[src/rtl/match_scheduler.sv]
// Sequencing controller for the vocabulary matcher: scans zero-separated words,
// runs one matcher job per word with a timeout, and streams per-word results.
`timescale 1ns/1ps
module match_scheduler #(
  parameter int unsigned ADDR_WIDTH = 4,
  parameter int unsigned DATA_WIDTH = 8,
  parameter int unsigned TIMEOUT    = 64
) (
  input  logic                  clk,
  input  logic                  rst_n,
  input  logic                  start,
  input  logic [ADDR_WIDTH-1:0] in_base,
  input  logic [ADDR_WIDTH-1:0] in_limit,
  input  logic [ADDR_WIDTH-1:0] vocab_start,
  input  logic [ADDR_WIDTH-1:0] vocab_end,
  output logic [ADDR_WIDTH-1:0] scan_addr,
  input  logic [DATA_WIDTH-1:0] scan_data,
  output logic                  m_rst_n,
  output logic                  m_cs,
  output logic [ADDR_WIDTH-1:0] m_vocab_start,
  output logic [ADDR_WIDTH-1:0] m_vocab_end,
  output logic [ADDR_WIDTH-1:0] m_input_start,
  input  logic                  m_found,
  input  logic                  m_done,
  output logic                  res_valid,
  input  logic                  res_ready,
  output logic [ADDR_WIDTH-1:0] res_addr,
  output logic                  res_found,
  output logic                  res_timeout,
  output logic                  busy,
  output logic                  done,
  output logic [ADDR_WIDTH:0]   word_count,
  output logic [ADDR_WIDTH:0]   found_count
);

  localparam int unsigned TW = $clog2(TIMEOUT + 1);

  typedef enum logic [2:0] {
    S_IDLE, S_SCAN, S_LAUNCH, S_RUN, S_RESULT, S_SKIP, S_DONE
  } state_t;

  state_t                r_state;
  logic [ADDR_WIDTH-1:0] r_scan_addr;
  logic [ADDR_WIDTH-1:0] r_in_limit;
  logic [ADDR_WIDTH-1:0] r_vocab_start;
  logic [ADDR_WIDTH-1:0] r_vocab_end;
  logic [ADDR_WIDTH-1:0] r_input_start;
  logic [ADDR_WIDTH:0]   r_word_count;
  logic [ADDR_WIDTH:0]   r_found_count;
  logic [TW-1:0]         r_tcnt;
  logic                  r_m_rst_n;
  logic                  r_m_cs;
  logic                  r_res_valid;
  logic                  r_res_found;
  logic                  r_res_timeout;
  logic                  r_done;

  logic                  w_at_limit;
  logic                  w_sep;
  logic [TW-1:0]         w_tcnt_next;
  logic                  w_tmo;

  assign w_at_limit  = (r_scan_addr == r_in_limit);
  assign w_sep       = (scan_data == '0);
  assign w_tcnt_next = r_tcnt + 1'b1;
  assign w_tmo       = (w_tcnt_next == TW'(TIMEOUT));

  // m_rst_n/m_cs are set on the edge entering RUN and cleared on the edge
  // leaving it, so both come straight from flops with no decode.
  always_ff @(posedge clk or negedge rst_n) begin
    if (!rst_n) begin
      r_state       <= S_IDLE;
      r_scan_addr   <= '0;
      r_in_limit    <= '0;
      r_vocab_start <= '0;
      r_vocab_end   <= '0;
      r_input_start <= '0;
      r_word_count  <= '0;
      r_found_count <= '0;
      r_tcnt        <= '0;
      r_m_rst_n     <= 1'b0;
      r_m_cs        <= 1'b0;
      r_res_valid   <= 1'b0;
      r_res_found   <= 1'b0;
      r_res_timeout <= 1'b0;
      r_done        <= 1'b0;
    end else begin
      case (r_state)
        S_IDLE: begin
          r_m_rst_n <= 1'b0;
          r_m_cs    <= 1'b0;
          if (start) begin
            r_scan_addr   <= in_base;
            r_in_limit    <= in_limit;
            r_vocab_start <= vocab_start;
            r_vocab_end   <= vocab_end;
            r_word_count  <= '0;
            r_found_count <= '0;
            r_state       <= S_SCAN;
          end
        end
        S_SCAN: begin
          if (w_at_limit) begin
            r_done  <= 1'b1;
            r_state <= S_DONE;
          end else if (w_sep) begin
            r_scan_addr <= r_scan_addr + 1'b1;
          end else begin
            r_input_start <= r_scan_addr;
            r_word_count  <= r_word_count + 1'b1;
            r_state       <= S_LAUNCH;
          end
        end
        S_LAUNCH: begin
          r_tcnt    <= '0;
          r_m_rst_n <= 1'b1;
          r_m_cs    <= 1'b1;
          r_state   <= S_RUN;
        end
        S_RUN: begin
          r_tcnt <= w_tcnt_next;
          // A done arriving on the timeout cycle takes priority.
          if (m_done || w_tmo) begin
            r_res_found   <= m_done ? m_found : 1'b0;
            r_res_timeout <= ~m_done;
            r_res_valid   <= 1'b1;
            r_m_rst_n     <= 1'b0;
            r_m_cs        <= 1'b0;
            r_state       <= S_RESULT;
          end
        end
        S_RESULT: begin
          if (res_ready) begin
            r_res_valid <= 1'b0;
            if (r_res_found) r_found_count <= r_found_count + 1'b1;
            r_state <= S_SKIP;
          end
        end
        S_SKIP: begin
          if (w_at_limit) begin
            r_done  <= 1'b1;
            r_state <= S_DONE;
          end else if (!w_sep) begin
            r_scan_addr <= r_scan_addr + 1'b1;
          end else begin
            r_state <= S_SCAN;
          end
        end
        S_DONE: begin
          r_done  <= 1'b0;
          r_state <= S_IDLE;
        end
        default: r_state <= S_IDLE;
      endcase
    end
  end

  assign scan_addr     = r_scan_addr;
  assign m_rst_n       = r_m_rst_n;
  assign m_cs          = r_m_cs;
  assign m_vocab_start = r_vocab_start;
  assign m_vocab_end   = r_vocab_end;
  assign m_input_start = r_input_start;
  assign res_valid     = r_res_valid;
  assign res_addr      = r_input_start;
  assign res_found     = r_res_found;
  assign res_timeout   = r_res_timeout;
  assign busy          = (r_state != S_IDLE);
  assign done          = r_done;
  assign word_count    = r_word_count;
  assign found_count   = r_found_count;

endmodule

[config.mk]
export PLATFORM = sky130hd
export DESIGN_NAME = match_scheduler
export DESIGN_NICKNAME = d
export VERILOG_FILES = /design/src/rtl/match_scheduler.sv
export SDC_FILE = /design/constraint.sdc
export NUM_CORES = 1
export LEC_CHECK = 0
export BUFFER_PORTS_ARGS = -buffer_cell sky130_fd_sc_hd__buf_2
export CAP_MARGIN = 10
export CORE_ASPECT_RATIO = 0.9
export CORE_MARGIN = 1
export CORE_UTILIZATION = 40
export CTS_BUF_LIST = sky130_fd_sc_hd__clkbuf_4 sky130_fd_sc_hd__clkbuf_8 sky130_fd_sc_hd__clkbuf_16
export CTS_CLUSTER_DIAMETER = 150
export DETAILED_ROUTE_END_ITERATION = 16
export RECOVER_POWER = 50
export SLEW_MARGIN = 20
export SYNTH_ARGS = -nofsm -noshare
export SYNTH_HDL_FRONTEND = slang
export SYNTH_SLANG_ARGS = --single-unit
[constraint.sdc]
create_clock -name clk -period 4.05 [get_ports clk]
set_input_delay 0.81 -clock clk [delete_from_list [all_inputs] [get_ports clk]]
set_output_delay 0.81 -clock clk [all_outputs]
set_load 0.03 [all_outputs]
==> metrics.cfg <==
[cts]
cts_tree = done
cts.clk_slew.worst_paths_ns = 0.08
post_cts_resized = 0
hold_buffers = 0
clock_latency_ns = 0.29
max-clock-path-buffers = 2
h-tree-depth = 2
clock-sinks = 45
numCtsBuffers = 5
root_buffer = clkbuf_8
postCtsSetupBuffers = 0

[detailed_routing]
drc = 0
drtPass1Iterations = 4
num_vias = 1883
wire_per_inst_um = 14.12
drt_first_iter_violations = 100
drtAntennaViolNets = 0
vias_per_cell = 5.334
wirelength_mm = 4.986

[final_layout]
final_net_count = 319
syn_to_final_growth_pct = 17.68
antenna_cells = 0
nFillCells = 553
fin_cells = 353
finalCoreUtilization = 0.5034
layout-drive-gt1-share = 0.3112

[critical_path]
critical-path-top-delay-family = buffers and inverters
required_ns = 3.94
cp_cell_sequence = clkbuf_1
crit_path_end_kind = asynchronous set/reset pin
timing.reg2reg.setup_slack_ns = 1.74
r2r_start = r_state[0]
worst-path-max-fanout = 45
reg2reg_depth = 5
slowest_delay_ns = 1.73
crit_start = rst_n
slowest_stage = clkbuf_1
crit_buf_inv = 1
critPathKind = input port to asynchronous set/reset pin
cp.arrival_ns = 2.56
r2r-end = word_count[4]
crit_path_start_kind = input port

[die]
io_pins = 67
die_h_um = 74.38
start_util = 0.4278
core_sq_um = 5443
rows = 25
dieWidth_um = 82.43
die-area_sq_um = 6131

[yosys]
synth_top_area_cell = dfrtp_1
yosysWarningCount = 0
ys_ff_latch = 45
syn-num-nets = 260
ys_seq_area_frac = 0.4836
yosys-top-cells-area = dfrtp_1 48%, mux2_2 7.7%, nand2_1 4.5%, o21ai_0 4.1%, xor2_1 2.6%
synth_edf_count = 0
async_flop_share = 1.000
synth.top_cell.area_share = 0.4836
synth_flop_cell = dfrtp_1
syn_avg_cell_area_sq_um = 10.30
syn_inst = 226
yosysUniqueCellTypes = 45
mappedNetlistArea_sq_um = 2328

[sta]
finalSetupTns_ns = 0
tightest_slew_ns = 2.469
max_freq_ghz = 0.3752
rsz0062_at_grt = false
clock-skew-final_ns = 0.004686
drv_slew = 46
final-setup-viol-count = 0
fin_crit_sh = 0.6582
period_minus_slack_ns = 2.666
hold_violations = 0
maxSlewHeadroom = -0.6461

[placement]
place_hpwl_mm = 3.575
place_inst = 345
gp_congestion = 0.7786
io_buffer_count = 66

[global_route]
grt_pass1_vias = 1798
grt_max_degree = 46
grt_first_pass_wirelength_mm = 8.424
grt_overflow = 0
grt_usage = 0.1821
antenna_found_initial = 0

[hold_path]
hold_class = register to register
whs_path_depth = 1
whs_endpoint = res_valid
min_from = res_valid

[power_and_ir_drop]
leakagePower_nw = 1.279
power_density_nw_per_um2 = 827.8
ir_worst_vdd_v = 0.0003639

[job]
max-cap-violations = 1

[run_status]
status = complete, but fails checks
violations = capacitance limit, slew limit

## cell type report
cell class / instances / area [sq um] / area share
sequential: 45 / 1126 / 0.4110
tap: 67 / 83.83 / 0.03059
inverter: 4 / 15.01 / 0.005479
multi-input combinational: 162 / 1109 / 0.4046
clock inverter: 2 / 10.01 / 0.003653
timing repair buffer: 67 / 320.3 / 0.1169
clock buffer: 6 / 76.32 / 0.02785
## logic make-up after synthesis
| family | count (synthesis) | synth area share |
|---|---|---|
| xor gates and xnor gates | 9 | 0.03385 |
| buffers and inverters | 19 | 0.04030 |
| muxes | 19 | 0.09081 |
| DFF | 45 | 0.4836 |
| and+or+nand+nor | 77 | 0.1714 |
| adders and majority gates | 4 | 0.02149 |
| AOI/OAI and AO/OA | 53 | 0.1585 |
## registers in the layout, indices dropped and copies added, names as in the netlist, 4 cells and up
| register | count |
|---|---|
| found_count | 5 |
| m_vocab_start | 4 |
| r_tcnt | 7 |
| m_vocab_end | 4 |
| m_input_start | 4 |
| word_count | 5 |
| r_in_limit | 4 |
| scan_addr | 4 |
## how the worst max path moves through the flow
stage,slack (ns),to,cells past startpoint
CTS,1.61,scan_addr[1],6
global route,0.87,r_state[2],1
detailed placement,1.29,scan_addr[1],6
floorplan,1.47,scan_addr[1],5
finish,1.38,m_vocab_start[3],1
global placement,1.30,scan_addr[1],6
## placed cells by master (no fill, tap or decap), drive strengths merged, types with 3 or more instances in the layout
cell type / synthesis / routed
nand4: 4 / 4
clkbuf: 9 / 20
buf: 6 / 53
a22o: 3 / 3
mux2: 17 / 17
nand2b: 3 / 3
nor3: 3 / 3
a21oi: 11 / 11
nand3: 10 / 10
or4: 5 / 5
a2bb2oi: 3 / 3
inv: 4 / 4
dfrtp: 45 / 45
xor2: 7 / 7
nor2: 13 / 13
ha: 4 / 4
or3: 4 / 4
o21ai: 19 / 19
nand2: 28 / 28
## cell usage after synthesis (2+ instances only)
cell	instances
or2_2	2
nand4_1	4
nand3_1	10
xnor2_1	2
o21ai_0	19
a21o_1	2
clkbuf_1	9
dfrtp_1	45
or4_4	2
nor2b_1	2
a21oi_1	11
nand2_1	28
or3_1	3
mux2_2	16
a22o_1	3
a221oi_1	2
mux2i_1	2
nor3_1	2
or4_1	3
nand2b_1	3
xor2_1	7
buf_4	6
a2bb2oi_1	3
ha_1	4
nor2_1	13
inv_1	4
## metal layers
| metal | share of wire | GRT usage |
|---|---|---|
| met1 | 0.48 | 0.2455 |
| met2 | 0.46 | 0.2911 |
| met3 | 0.052 | 0.04417 |
| met4 | 0.0086 | 0.05263 |
| met5 | 0 | 0 |
## power breakdown
part	switching, mW	total [mW]	leakage (nW)	internal (mW)
Sequential	0.225	0.858	0.549	0.633
Combinational	0.698	1.14	0.681	0.439
Clock	0.147	0.274	0.0484	0.126
Total	1.07	2.27	1.28	1.20
## through the flow
step / hold WS [ns] / total power, mW / area (sq um) / setup WS, ns
after floorplan: 0.4813 / 1.755 / 2328 / 1.466
after global placement: 0.4587 / 2.011 / 2671 / 1.298
after detailed placement: 0.4740 / 2.030 / 2671 / 1.289
after CTS: 0.4938 / 2.310 / 2758 / 1.606
after global routing: 0.5281 / 2.458 / 2740 / 0.8717
final: 0.4926 / 2.268 / 2740 / 1.384
Power figures use the tool's default switching activity.
